### src/rtl/multi_shift_reg_pkg.sv
// Shared encodings for the multi-bit shift register: shift modes and FSM states.
package multi_shift_reg_pkg;

  localparam int unsigned MODE_W = 2;

  localparam logic [MODE_W-1:0] MODE_LOGIC = 2'b00;
  localparam logic [MODE_W-1:0] MODE_ROT   = 2'b01;
  localparam logic [MODE_W-1:0] MODE_ARITH = 2'b10;

  localparam logic DIR_LEFT  = 1'b0;
  localparam logic DIR_RIGHT = 1'b1;

  typedef enum logic [1:0] {
    ST_IDLE  = 2'b00,
    ST_SHIFT = 2'b01,
    ST_DONE  = 2'b10
  } state_e;

endpackage

### src/rtl/multi_shift_reg_shift_step.sv
// Combinational single-bit shift: computes the shifted word and the departing bit.
module shift_step
  import multi_shift_reg_pkg::*;
#(
  parameter int unsigned WIDTH = 16
) (
  input  logic [WIDTH-1:0]  data,
  input  logic              dir,
  input  logic [MODE_W-1:0] mode,
  input  logic              ser_in,
  output logic [WIDTH-1:0]  next_data,
  output logic              out_bit
);

  logic fill;

  always_comb begin
    fill      = ser_in;
    next_data = data;
    out_bit   = 1'b0;
    if (dir == DIR_LEFT) begin
      out_bit = data[WIDTH-1];
      case (mode)
        MODE_ROT:   fill = data[WIDTH-1];
        MODE_ARITH: fill = 1'b0;
        default:    fill = ser_in;
      endcase
      next_data = {data[WIDTH-2:0], fill};
    end else begin
      out_bit = data[0];
      case (mode)
        MODE_ROT:   fill = data[0];
        MODE_ARITH: fill = data[WIDTH-1];
        default:    fill = ser_in;
      endcase
      next_data = {fill, data[WIDTH-1:1]};
    end
  end

endmodule

### src/rtl/multi_shift_reg.sv
// Loadable shift register that performs a programmable number of single-bit
// logical/rotate/arithmetic shifts, one per clock, under a small Moore FSM.
module multi_shift_reg
  import multi_shift_reg_pkg::*;
#(
  parameter int unsigned WIDTH = 16,
  parameter int unsigned CNT_W = 5
) (
  input  logic              i_clk,
  input  logic              i_rst_n,
  input  logic              i_load,
  input  logic [WIDTH-1:0]  i_data,
  input  logic              i_start,
  input  logic              i_dir,
  input  logic [1:0]        i_mode,
  input  logic [CNT_W-1:0]  i_amount,
  input  logic              i_ser_in,
  output logic [WIDTH-1:0]  o_out,
  output logic              o_ser_out,
  output logic              o_busy,
  output logic              o_done
);

  state_e              state_q, state_d;
  logic [WIDTH-1:0]    data_q, data_d;
  logic [CNT_W-1:0]    cnt_q, cnt_d;
  logic                dir_q, dir_d;
  logic [MODE_W-1:0]   mode_q, mode_d;
  logic                ser_q, ser_d;
  logic                busy_q, done_q;
  logic [WIDTH-1:0]    step_data;
  logic                step_bit;

  shift_step #(.WIDTH(WIDTH)) u_step (
    .data      (data_q),
    .dir       (dir_q),
    .mode      (mode_q),
    .ser_in    (i_ser_in),
    .next_data (step_data),
    .out_bit   (step_bit)
  );

  always_ff @(posedge i_clk or negedge i_rst_n) begin
    if (!i_rst_n) begin
      state_q <= ST_IDLE;
      data_q  <= '0;
      cnt_q   <= '0;
      dir_q   <= 1'b0;
      mode_q  <= '0;
      ser_q   <= 1'b0;
      busy_q  <= 1'b0;
      done_q  <= 1'b0;
    end else begin
      state_q <= state_d;
      data_q  <= data_d;
      cnt_q   <= cnt_d;
      dir_q   <= dir_d;
      mode_q  <= mode_d;
      ser_q   <= ser_d;
      // Status flags track the state register exactly, one flop each.
      busy_q  <= (state_d == ST_SHIFT);
      done_q  <= (state_d == ST_DONE);
    end
  end

  always_comb begin
    state_d = state_q;
    data_d  = data_q;
    cnt_d   = cnt_q;
    dir_d   = dir_q;
    mode_d  = mode_q;
    ser_d   = ser_q;
    case (state_q)
      ST_IDLE: begin
        if (i_load) begin
          data_d = i_data;
        end else if (i_start) begin
          if (i_amount == '0) begin
            state_d = ST_DONE;
          end else begin
            dir_d   = i_dir;
            mode_d  = i_mode;
            cnt_d   = i_amount;
            state_d = ST_SHIFT;
          end
        end
      end
      ST_SHIFT: begin
        data_d = step_data;
        ser_d  = step_bit;
        cnt_d  = cnt_q - CNT_W'(1);
        if (cnt_q == CNT_W'(1)) begin
          state_d = ST_DONE;
        end
      end
      ST_DONE: begin
        state_d = ST_IDLE;
      end
      default: begin
        state_d = ST_IDLE;
      end
    endcase
  end

  assign o_out     = data_q;
  assign o_ser_out = ser_q;
  assign o_busy    = busy_q;
  assign o_done    = done_q;

endmodule

### config.mk
export PLATFORM = sky130hd
export DESIGN_NAME = multi_shift_reg
export DESIGN_NICKNAME = d
export VERILOG_FILES = /design/src/rtl/multi_shift_reg_pkg.sv /design/src/rtl/multi_shift_reg_shift_step.sv /design/src/rtl/multi_shift_reg.sv
export SDC_FILE = /design/constraint.sdc
export NUM_CORES = 1
export LEC_CHECK = 0
export CORE_MARGIN = 5
export CORE_UTILIZATION = 42
export DETAILED_ROUTE_END_ITERATION = 12
export PLACE_DENSITY = 0.75
export SLEW_MARGIN = 10
export SYNTH_ARGS = -nofsm -noshare
export SYNTH_HDL_FRONTEND = slang
export SYNTH_SLANG_ARGS = --single-unit
### constraint.sdc
create_clock -name i_clk -period 1.4 [get_ports i_clk]
set_clock_uncertainty 0.15 [all_clocks]
set_input_delay 0.28 -clock i_clk [delete_from_list [all_inputs] [get_ports i_clk]]
set_output_delay 0.28 -clock i_clk [all_outputs]
set_load 0.01 [all_outputs]
[After elaboration in Yosys (flattened, before gate mapping)]
Cells that the tools add are included.
Word-level totals
  flip-flop bits (word level): 29
  bits of input ports: 29
  output and inout port bits: 19
  logic and storage cells: 45
Operators by class
  $add $sub $neg: 1
  equality and inequality tests: 11
  multiplexer cells: 15
  bitwise logic cells: 2
  reduce and logical (&&, ||, !) cells: 7
Operator list (count)
  16-bit 2-to-1 mux: 2
  16-bit one-hot mux with 2 select lines: 1
  5-bit 2-to-1 mux: 3
  5-bit one-hot mux with 2 select lines: 1
  2-bit 2-to-1 mux: 4
  2-bit inequality test, second input constant: 4
  4-bit AND reduction: 2
  2-bit by 1-bit equality test with 1-bit output, second input constant: 3
  5-bit by 1-bit equality test with 1-bit output, second input constant: 1
  5-bit logical NOT: 1
  5-bit by 1-bit subtractor with 5-bit output, second input constant: 1
  2-bit equality test, second input constant: 2
  1-bit one-hot mux with 2 select lines: 2
  2-bit one-hot mux with 2 select lines: 1
  3-bit inequality test, second input constant: 1
  3-bit AND reduction: 1
  2-bit logical NOT: 1
  1-bit inverter: 2
  2-bit AND reduction: 1
  2-bit nonzero test: 1
  1-bit 2-to-1 mux: 1

[Logic depth before layout (Yosys ltp)]
Gate-level depths: netlist of run 1.
  word-level depth: 6
  gate-level depth with buffers: 6
  mapped depth without buffers: 6

[Cells and area by module]
Synthesis of run 1 repeated with hierarchy kept, for this count alone.
Second synthesis, totals
  cell total of the unflattened synthesis: 163
  area total of the unflattened synthesis: 1720.4 sq um
Modules (own cells, without submodules)
  multi_shift_reg: times used 1, cells each 133, area each 1402.6 sq um, sequential area each 725.7 sq um
  shift_step: times used 1, cells each 30, area each 317.8 sq um, sequential area each 0.0 sq um

[Worst setup path after synthesis of run 1]
OpenSTA, ideal clock, no wires.
  path kind: flip-flop to flip-flop
  start: reg state_q[0]
  end: reg dir_q
  library setup time: 125 ps
  data arrival time: 1320 ps
  required time: 1125 ps
  slack: -195 ps
  stages on the path, launching flop included: 4
  buffers on the path: 1
  clock period less this slack: 1595 ps
  path through: dfrtp_1 buf_2 a2111oi_4 mux2_4
On the way
  cells in the longest elaborated chain, start to end: 2
Ends and longest elaborated chain
  start, declared: line multi_shift_reg.sv:24  | state_e state_q, state_d;
  start signal, assigned: line multi_shift_reg.sv:54  | state_q <= state_d;
  2-bit logical NOT: line multi_shift_reg.sv:73  | case (state_q)
  4-bit AND reduction (no line)
  end signal, assigned: line multi_shift_reg.sv:57  | dir_q <= dir_d;
  end, declared: line multi_shift_reg.sv:27  | logic dir_q, dir_d;
No other way between the ends.
A chain may end at the register's enable or synchronous reset.

[Worst setup path in the final report of run 1]
  start: reg state_q[1]
  end: reg data_q[15], in the netlist o_out[15]
On the way
  cells in the longest elaborated chain, start to end: 3
  elaborated cells on any way between the ends: 7
  classes of those cells: eq/ne: 3; mux: 1; reduce/logical: 3
Ends and longest elaborated chain
  2-bit by 1-bit equality test with 1-bit output or 2-bit logical NOT (tied branches): line multi_shift_reg.sv:73
  3-bit inequality test (no line) (tied with other cells)
  3-bit AND reduction (no line)
  end signal, assigned: line multi_shift_reg.sv:55  | data_q <= data_d;
  end, declared: line multi_shift_reg.sv:25  | logic [WIDTH-1:0] data_q, data_d;
Parallel ways exist; a longest one is shown, timed or not.

==> impl_metrics.ini, run 1 <==
[place]
portBuffers = 47
place_ws_ns = -0.601
postPlaceCellArea_mm2 = 0.00246
dp_hpwl_mm = 3.31
gp_congestion = 0.912

[outcome]
violations = negative setup slack
run_status = complete, but fails checks

[cells_and_area]
final_cell_area_mm2 = 0.00274
mostFrequentLayoutCell = buf_4
most-common-layout-cells = buf_4 (39), dfrtp_1 (26), a21oi_1 (23)
areaGrowthSynthToFinish_pct = 68.4
final_util_pct = 73.8
final_nets = 306
antenna_cells = 0
drive_gt1_share_pct = 33.2

[route]
routedWlPerCell_um = 15.2
first_pass_iters = 4
ant_nets = 0
drc = 0
vias_per_cell = 5.32
wirelength_mm = 4.90
vias = 1712
drtIter0Drc = 132

[die]
core_mm2 = 0.00372
die_area_mm2 = 0.00522
dieWidth_um = 72.3
start_util_pct = 43.8
row_count = 22
die_y_um = 72.3
io_pins = 48

[worst_setup_path]
path_cells = buf_4 -> o21bai_4 -> a31oi_2 -> nor2_1 -> a31oi_1
endpoint_kind = register
ff2ff_path_depth = 5
crit_path_max_incr_delay_ns = 0.44
worstPathArrival_ns = 1.52
cp-start-kind = register
crit_type = register to register
critPathTopFamily = compound AO/OA/AOI/OAI gates
worst-path-buf-inv = 1
cp_slowest_cell = dfrtp_2
path_depth = 5
cp.required_ns = 1.45
path_max_fanout = 5

[clock_network]
cts.sinks = 29
cts_hold_buf = 0
clk_path_buf_depth = 2
cts_root_buffer = clkbuf_8
clk_latency_ns = 0.29
cts_buffers = 5
ctsHtreeMaxLevel = 2
clkTransAtPathRegs_ns = 0.06
cts_tree = yes

[timing]
period_needed_ns = 1.47
drv_slew = 0
finalCritPeriodShare_pct = 105
max_freq_mhz = 679
setup_violations = 14
worst_slack_ns = -0.0734
worst_pin_slew_ns = 0.251
maxSlewHeadroom_pct = 83.1
rsz0062_at_grt = true
hold_viol_final = 0
hold_ws_ns = 0.202

[grt]
grt.overflow.total = 0
first_global_vias = 1744
grt_pass1_wl_mm = 7.83
track_usage_pct = 19.4
grt_max_degree = 30
grt_antenna_before_repair = 0

[logic_synthesis]
avgSynthCellArea_um2 = 8.94
synth_top_cell_by_area = dfrtp_1
syn-cell-area_mm2 = 0.00163
synth_cell_types = 30
yosys_warnings = 0
synth_seq_cells = 29
synth_cells = 182
seq_area_frac_synth_pct = 44.6
netlist.area_leader.share_pct = 44.6
syn-num-nets = 215
synth_area_leaders = dfrtp_1 (45%), mux2i_1 (10%), a21oi_1 (7.7%), o21ai_0 (5.8%), nand2_1 (5.1%)

[hold_path]
hold_class = input pin to asynchronous set/reset pin

[flow_run]
drv_cap = 0

[pwr]
power_w = 0.00619
p_leak_nw = 1.24
irDropWorstVdd_uv = 1240
p_per_area_mw_per_mm2 = 2260
Yosys cell counts, drive strengths merged:
cell type / count
nor2: 22
nand2b: 3
and2b: 1
o21bai: 2
nor3: 2
mux2: 1
o32a: 2
a31oi: 3
o31a: 1
ha: 4
a22oi: 1
buf: 5
clkbuf: 6
a2111oi: 1
a21oi: 25
o31ai: 1
dfrtp: 29
inv: 8
o211ai: 1
nand2: 22
o22ai: 1
o21ai: 19
and2: 1
a311oi: 1
mux2i: 17
nand3: 2
nor4: 1
cells by family (layout without fill, tap and decap cells):
group,Yosys count,in the layout,share of synthesized area (%)
adder cells (fa/ha/maj),4,4,3.07
flip-flops,29,29,44.6
buffers and inverters,19,111,4.92
AO/OA/AOI/OAI,58,58,21.5
AND/OR/NAND/NOR,54,54,14.5
multiplexers,18,18,11.4
timing repair:
item | CTS | global route
setup endpoints to repair | 46 | 38
gates cloned | 0 | 1
pin swaps | 5 | 8
setup buffers | 2 | 5
gates resized for setup | 48 | 52
worst paths after layout:
kind	from	to	slack [ns]
setup reg to reg	state_q[1]$_DFF_PN0_	o_out[15]$_DFFE_PN0P_	-0.07
hold reg to reg	o_ser_out$_DFFE_PN0N_	o_ser_out$_DFFE_PN0N_	0.36
min in group i_clk	i_amount[1]	cnt_q[1]$_DFFE_PN0P_	0.30
max in group asynchronous	i_rst_n	state_q[0]$_DFF_PN0_	0.72
setup / recovery	state_q[1]$_DFF_PN0_	o_out[15]$_DFFE_PN0P_	-0.07
hold / removal	i_rst_n	o_done$_DFF_PN0_	0.20
flip-flops by register name (all words and copies together), names as in the netlist:
name,flops
cnt_q,5
dir_q,1
o_ser_out,1
o_busy,1
o_out,16
state_q,2
o_done,1
mode_q,2
power by group:
part / switching (W) / leakage [nW] / internal [W]
logic: 0.00187 / 0.846 / 0.00208
clock network: 0.000309 / 0.0395 / 0.000352
registers: 0.000320 / 0.351 / 0.00125
metrics by stage:
step | TNS (ns) | cells
after CTS | -0.775 | 316
after floorplan | -0.242 | 182
final | -0.448 | 322
after global routing | -1.39 | 322
after detailed placement | -9.57 | 306
after global placement | -8.81 | 306
worst reg2reg max path: cells and delay by family, from the launching register on:
kind | cells | cell delay (ns)
buf+inv | 1 | 0.16
simple gates | 1 | 0.06
compound gates | 3 | 0.57
flops | 1 | 0.44
area by class of cell:
cell class | instances | area [um2]
sequential | 29 | 729
inverter | 8 | 30.0
fill | 288 | 975
timing repair buffer | 95 | 878
clock buffer | 8 | 80.1
tap | 48 | 60.1
multi-input combinational | 134 | 963
routing by layer:
metal  GRT usage, %  part of all wire, %
met2           32.0                   50
met1           24.9                   43
met4           6.26                  1.8
met3           4.85                  5.6
met5              0                    0
No activity file was read; power rests on OpenSTA's default activity.
==> run 2: changes to the inputs <==
- CORE_UTILIZATION: 42 -> 45
- PLACE_DENSITY: 0.75 -> 0.77
- clock period: 1.4 -> 1.7 ns (I/O delays scaled with it)
==> run 2 against run 1 <==
Compared with the run above:
- the flow now finishes without violations
- worst setup slack better by 0.12 ns
- flip-flop and latch count stayed put
- first-iteration DRC count is 11% lower
- register-to-register slack better by 0.13 ns
- non-clock buffer count is 20 lower
- wire length is 16% lower
- worst hold slack better by 0.042 ns
- sequential power is 17% lower
- critical path type is now register to output port
- highest routed layer unchanged
==> impl_metrics.ini, run 2 (same netlist as run 1, synthesis figures left out) <==
[clock_network]
clk_path_buf_depth = 2
clk_latency_ns = 0.32
ctsHtreeMaxLevel = 2
cts.sinks = 29
clkTransAtPathRegs_ns = 0.09
cts_tree = yes
cts_root_buffer = clkbuf_4
cts_buffers = 5

[outcome]
run_status = completed

[worst_setup_path]
crit_start = o_done$_DFF_PN0_
r2r_start = mode_q[0]$_DFFE_PN0P_
r2r-end = o_out[0]$_DFFE_PN0P_
cp.required_ns = 1.21
critPathTopFamily = buffers and inverters
path_depth = 1
ff2ff_path_depth = 6
cp-endpoint = o_done
worstPathArrival_ns = 1.17
crit_path_max_incr_delay_ns = 0.52
path_cells = clkdlybuf4s50_1
cp_slowest_cell = clkdlybuf4s50_1
endpoint_kind = output port
worst-path-buf-inv = 1
crit_type = register to output port
path_max_fanout = 1
cp-start-kind = register
regToRegSetupSlack_ns = 0.06

[cells_and_area]
drive_gt1_share_pct = 18.1
antenna_cells = 0
largest_register_ffs = 16
areaGrowthSynthToFinish_pct = 48.4
fillers = 283
most-common-layout-cells = dfrtp_1 (29), buf_4 (27), a21oi_1 (24), clkdlybuf4s50_1 (24)
final_cell_area_mm2 = 0.00242
final_nets = 286
mostFrequentLayoutCell = dfrtp_1

[die]
dieWidth_um = 70.1
row_count = 21
start_util_pct = 47.7
die_y_um = 70.1
io_pins = 48
die_area_mm2 = 0.00492
core_mm2 = 0.00342

[route]
routedWlPerCell_um = 13.8
drc = 0
first_pass_iters = 7
drtIter0Drc = 117
vias_per_cell = 5.10
ant_nets = 0
vias = 1529
wirelength_mm = 4.13

[place]
dp_hpwl_mm = 2.92
portBuffers = 47
gp_congestion = 0.902
postPlaceCellArea_mm2 = 0.00224
place_ws_ns = -0.351

[grt]
grt_max_degree = 35
grt_antenna_before_repair = 0
first_global_vias = 1482
grt.overflow.total = 0
track_usage_pct = 17.0
grt_pass1_wl_mm = 6.73

[timing]
max_freq_mhz = 604
worst_slack_ns = 0.0446
worst_pin_slew_ns = 0.437
finalCritPeriodShare_pct = 97.4
maxSlewHeadroom_pct = 70.9
setup_violations = 0
hold_viol_final = 0
period_needed_ns = 1.66
drv_slew = 0
rsz0062_at_grt = true

[pwr]
power_frac_seq_pct = 31.2
p_int_w = 0.00245
switchingPower_w = 0.00173
p_leak_nw = 1.17
clkPwrFrac_pct = 11.5
p_per_area_mw_per_mm2 = 1730
comb_power_share_pct = 57.3
switching_share_pct = 41.4
irDropWorstVdd_uv = 954

[hold_path]
hold_class = input pin to asynchronous set/reset pin

[flow_run]
drv_cap = 0
-- run 2: cell types whose count changed in the layout (fill, tap and decap cells not counted), moves of 4 or more --
cell             previous run  this run
buf_4                      39        27
buf_6                       5         1
clkbuf_4                    0         5
clkdlybuf4s15_1            14         0
dlygate4sd2_1               9        17
dlymetal6s2s_1              0         6
nand2_1                    18        22
nand2_2                     4         0
o21ai_0                     2        19
o21ai_1                    14         0
-- run 2: what timing repair did --
action                     4_1_cts  5_1_grt
setup buffers                    9        2
hold buffers                     0        0
gates cloned                     0        0
setup endpoints to repair       18        8
gates resized for setup         17       11
pin swaps                        1        2
-- run 2: area by class of cell --
cell class / instances / area [um2] / area share, %
tap: 46 / 57.6 / 2.38
clock inverter: 1 / 5.00 / 0.207
inverter: 8 / 30.0 / 1.24
multi-input combinational: 134 / 855 / 35.4
clock buffer: 7 / 65.1 / 2.69
sequential: 29 / 726 / 30.0
timing repair buffer: 75 / 678 / 28.1
-- run 2: worst min path at each step --
stage	startpoint	to	slack [ns]	depth (start not counted)
2_1_floorplan	i_rst_n	cnt_q[0]$_DFFE_PN0P_	-0.11	0
3_3_place_gp	o_ser_out$_DFFE_PN0N_	o_ser_out$_DFFE_PN0N_	0.32	2
3_5_place_dp	o_ser_out$_DFFE_PN0N_	o_ser_out$_DFFE_PN0N_	0.33	2
4_1_cts	i_rst_n	o_out[4]$_DFFE_PN0P_	0.25	2
5_1_grt	i_rst_n	o_out[15]$_DFFE_PN0P_	0.27	2
6_report	i_rst_n	cnt_q[3]$_DFFE_PN0P_	0.24	2
-- run 2: routing by layer --
layer	global-route usage (%)	wire, um
met4	6.38	63
met5	0	0
met2	28.3	2040
met1	21.4	1860
met3	3.73	172
-- run 2: stage by stage --
step / hold slack, ns / instances / util, % / setup TNS, ns / total power [W]
global placement: 0.323 / 281 / 65.5 / -2.45 / 0.00356
detailed placement: 0.328 / 281 / 65.5 / -2.57 / 0.00361
CTS: 0.250 / 298 / 68.9 / 0 / 0.00412
finish: 0.244 / 300 / 70.7 / 0 / 0.00418
floorplan: -0.106 / 182 / - / 0 / 0.00269
global route: 0.267 / 300 / 70.7 / -0.00684 / 0.00453
-- run 2: power by group through the flow --
stage | combinational, W | clock, W | sequential [W]
after detailed placement | 0.00225 | 0 | 0.00136
after CTS | 0.00234 | 0.000490 | 0.00129
after floorplan | 0.00132 | 0 | 0.00137
after global placement | 0.00221 | 0 | 0.00135
final | 0.00240 | 0.000480 | 0.00130
after global routing | 0.00265 | 0.000531 | 0.00135
==> run 3: changes to the inputs <==
- CORE_UTILIZATION: 45 -> 42
- PLACE_DENSITY: 0.77 -> 0.75
- clock period: 1.7 -> 1.45 ns (I/O delays scaled with it)
==> run 3 against run 2 <==
Compared with the run above:
- the run now ends with negative setup slack left
- global-route usage rose by 1.5 points
- core utilization rose by 1.6 points
- final area rose by 11%
- combinational power rose by 48%
- cell count rose by 8.0%
- worst hold slack got worse by 0.011 ns
- register-to-register slack got worse by 0.19 ns
- die area rose by 6.1%
==> impl_metrics.ini, run 3 (same netlist as run 1, synthesis figures left out) <==
[outcome]
run_status = complete, but fails checks
violations = negative setup slack

[cells_and_area]
areaGrowthSynthToFinish_pct = 65.0
largest_register_ffs = 16
final_cell_area_mm2 = 0.00269
drive_gt1_share_pct = 31.2
final_nets = 308
most-common-layout-cells = buf_4 (43), dfrtp_1 (28), a21oi_1 (23), dlygate4sd2_1 (23)
fillers = 287
mostFrequentLayoutCell = buf_4
antenna_cells = 0

[clock_network]
cts_root_buffer = clkbuf_8
cts_buffers = 5
clk_latency_ns = 0.28
cts_hold_buf = 0
ctsHtreeMaxLevel = 2
cts_tree = yes
cts.sinks = 29
clkTransAtPathRegs_ns = 0.06
clk_path_buf_depth = 2

[pwr]
power_w = 0.00573
irDropWorstVdd_uv = 1160
p_per_area_mw_per_mm2 = 2130
p_leak_nw = 1.26

[place]
portBuffers = 47
place_ws_ns = -0.554
postPlaceCellArea_mm2 = 0.00243
dp_hpwl_mm = 3.22
gp_congestion = 0.902

[timing]
setup_violations = 10
maxSlewHeadroom_pct = 83.6
period_needed_ns = 1.58
rsz0062_at_grt = true
worst_pin_slew_ns = 0.244
drv_slew = 0
hold_viol_final = 0
max_freq_mhz = 635
finalCritPeriodShare_pct = 109
worst_slack_ns = -0.126

[die]
die_y_um = 72.3
core_mm2 = 0.00372
row_count = 22
dieWidth_um = 72.3
start_util_pct = 43.8
io_pins = 48
die_area_mm2 = 0.00522

[hold_path]
hold_class = input pin to asynchronous set/reset pin

[grt]
grt_max_degree = 30
grt.overflow.total = 0
grt_pass1_wl_mm = 7.39
grt_antenna_before_repair = 0
track_usage_pct = 18.5
first_global_vias = 1654

[worst_setup_path]
worstPathArrival_ns = 1.60
path_max_fanout = 4
r2r-end = dir_q$_DFFE_PN0P_
cp-start-kind = register
regToRegSetupSlack_ns = -0.13
endpoint_kind = register
r2r_start = state_q[1]$_DFF_PN0_
cp.required_ns = 1.47
crit_type = register to register
crit_start = state_q[1]$_DFF_PN0_
ff2ff_path_depth = 4

[route]
routedWlPerCell_um = 15.5
first_pass_iters = 4
drtIter0Drc = 114
drc = 0
ant_nets = 0
wirelength_mm = 5.02
vias_per_cell = 5.18
vias = 1678

[flow_run]
drv_cap = 0
-- run 3: cell count changes in the layout (fill, tap and decap cells not counted), sizes merged --
cell           before  now
clkdlybuf4s50      24   21
buf                28   49
dlymetal6s2s        6    0
clkbuf              7   10
clkinv              1    2
dlygate4sd2        17   23
-- run 3: timing repair --
action                     CTS  global route
resized for setup           41            18
pin swaps                    8             9
buffers inserted             3             8
setup endpoints to repair   41            26
cloned                       1             1
-- run 3: per-stage QoR --
stage | cells | hold slack, ns | TNS (ns) | utilization, %
final | 324 | 0.233 | -0.621 | 72.3
after global routing | 324 | 0.235 | -1.86 | 72.3
after floorplan | 182 | -0.156 | -0.113 | -
after global placement | 303 | 0.335 | -7.14 | 65.4
after CTS | 315 | 0.235 | -0.659 | 68.8
after detailed placement | 303 | 0.379 | -7.90 | 65.4
-- run 3: final cells by class --
type	count	area, um2	area share (%)
Inverter	8	30.0	1.12
Timing Repair Buffer	97	868	32.3
Sequential cell	29	727	27.1
Tap cell	48	60.1	2.24
Clock inverter	2	10.0	0.373
Multi-Input combinational cell	134	918	34.2
Clock buffer	6	72.6	2.70
-- run 3: power breakdown --
| group | internal [W] | leakage (nW) | switching [W] |
|---|---|---|---|
| Clock | 0.000332 | 0.0450 | 0.000315 |
| Sequential | 0.00121 | 0.354 | 0.000316 |
| Combinational | 0.00185 | 0.865 | 0.00171 |
| Total | 0.00339 | 1.26 | 0.00234 |
-- run 3: how the worst max path moves through the flow --
stage	end	cells past startpoint	slack [ns]
finish	dir_q$_DFFE_PN0P_	4	-0.13
global route	dir_q$_DFFE_PN0P_	4	-0.16
CTS	dir_q$_DFFE_PN0P_	3	-0.12
detailed placement	dir_q$_DFFE_PN0P_	4	-0.55
global placement	dir_q$_DFFE_PN0P_	4	-0.52
floorplan	dir_q$_DFFE_PN0P_	3	-0.11
-- run 3: layer usage --
metal / part of all wire [%] / wire length (um) / track usage [%]
met1: 40 / 2010 / 22.8
met2: 51 / 2550 / 30.4
met3: 6.0 / 299 / 3.32
met4: 3.2 / 159 / 10.0
met5: 0 / 0 / 0
-- run 3: critical path: stages, from the launching register on --
cell,delay [ns]
dfrtp_1,0.42
buf_6,0.14
a2111oi_4,0.25
buf_4,0.19
mux2_4,0.30
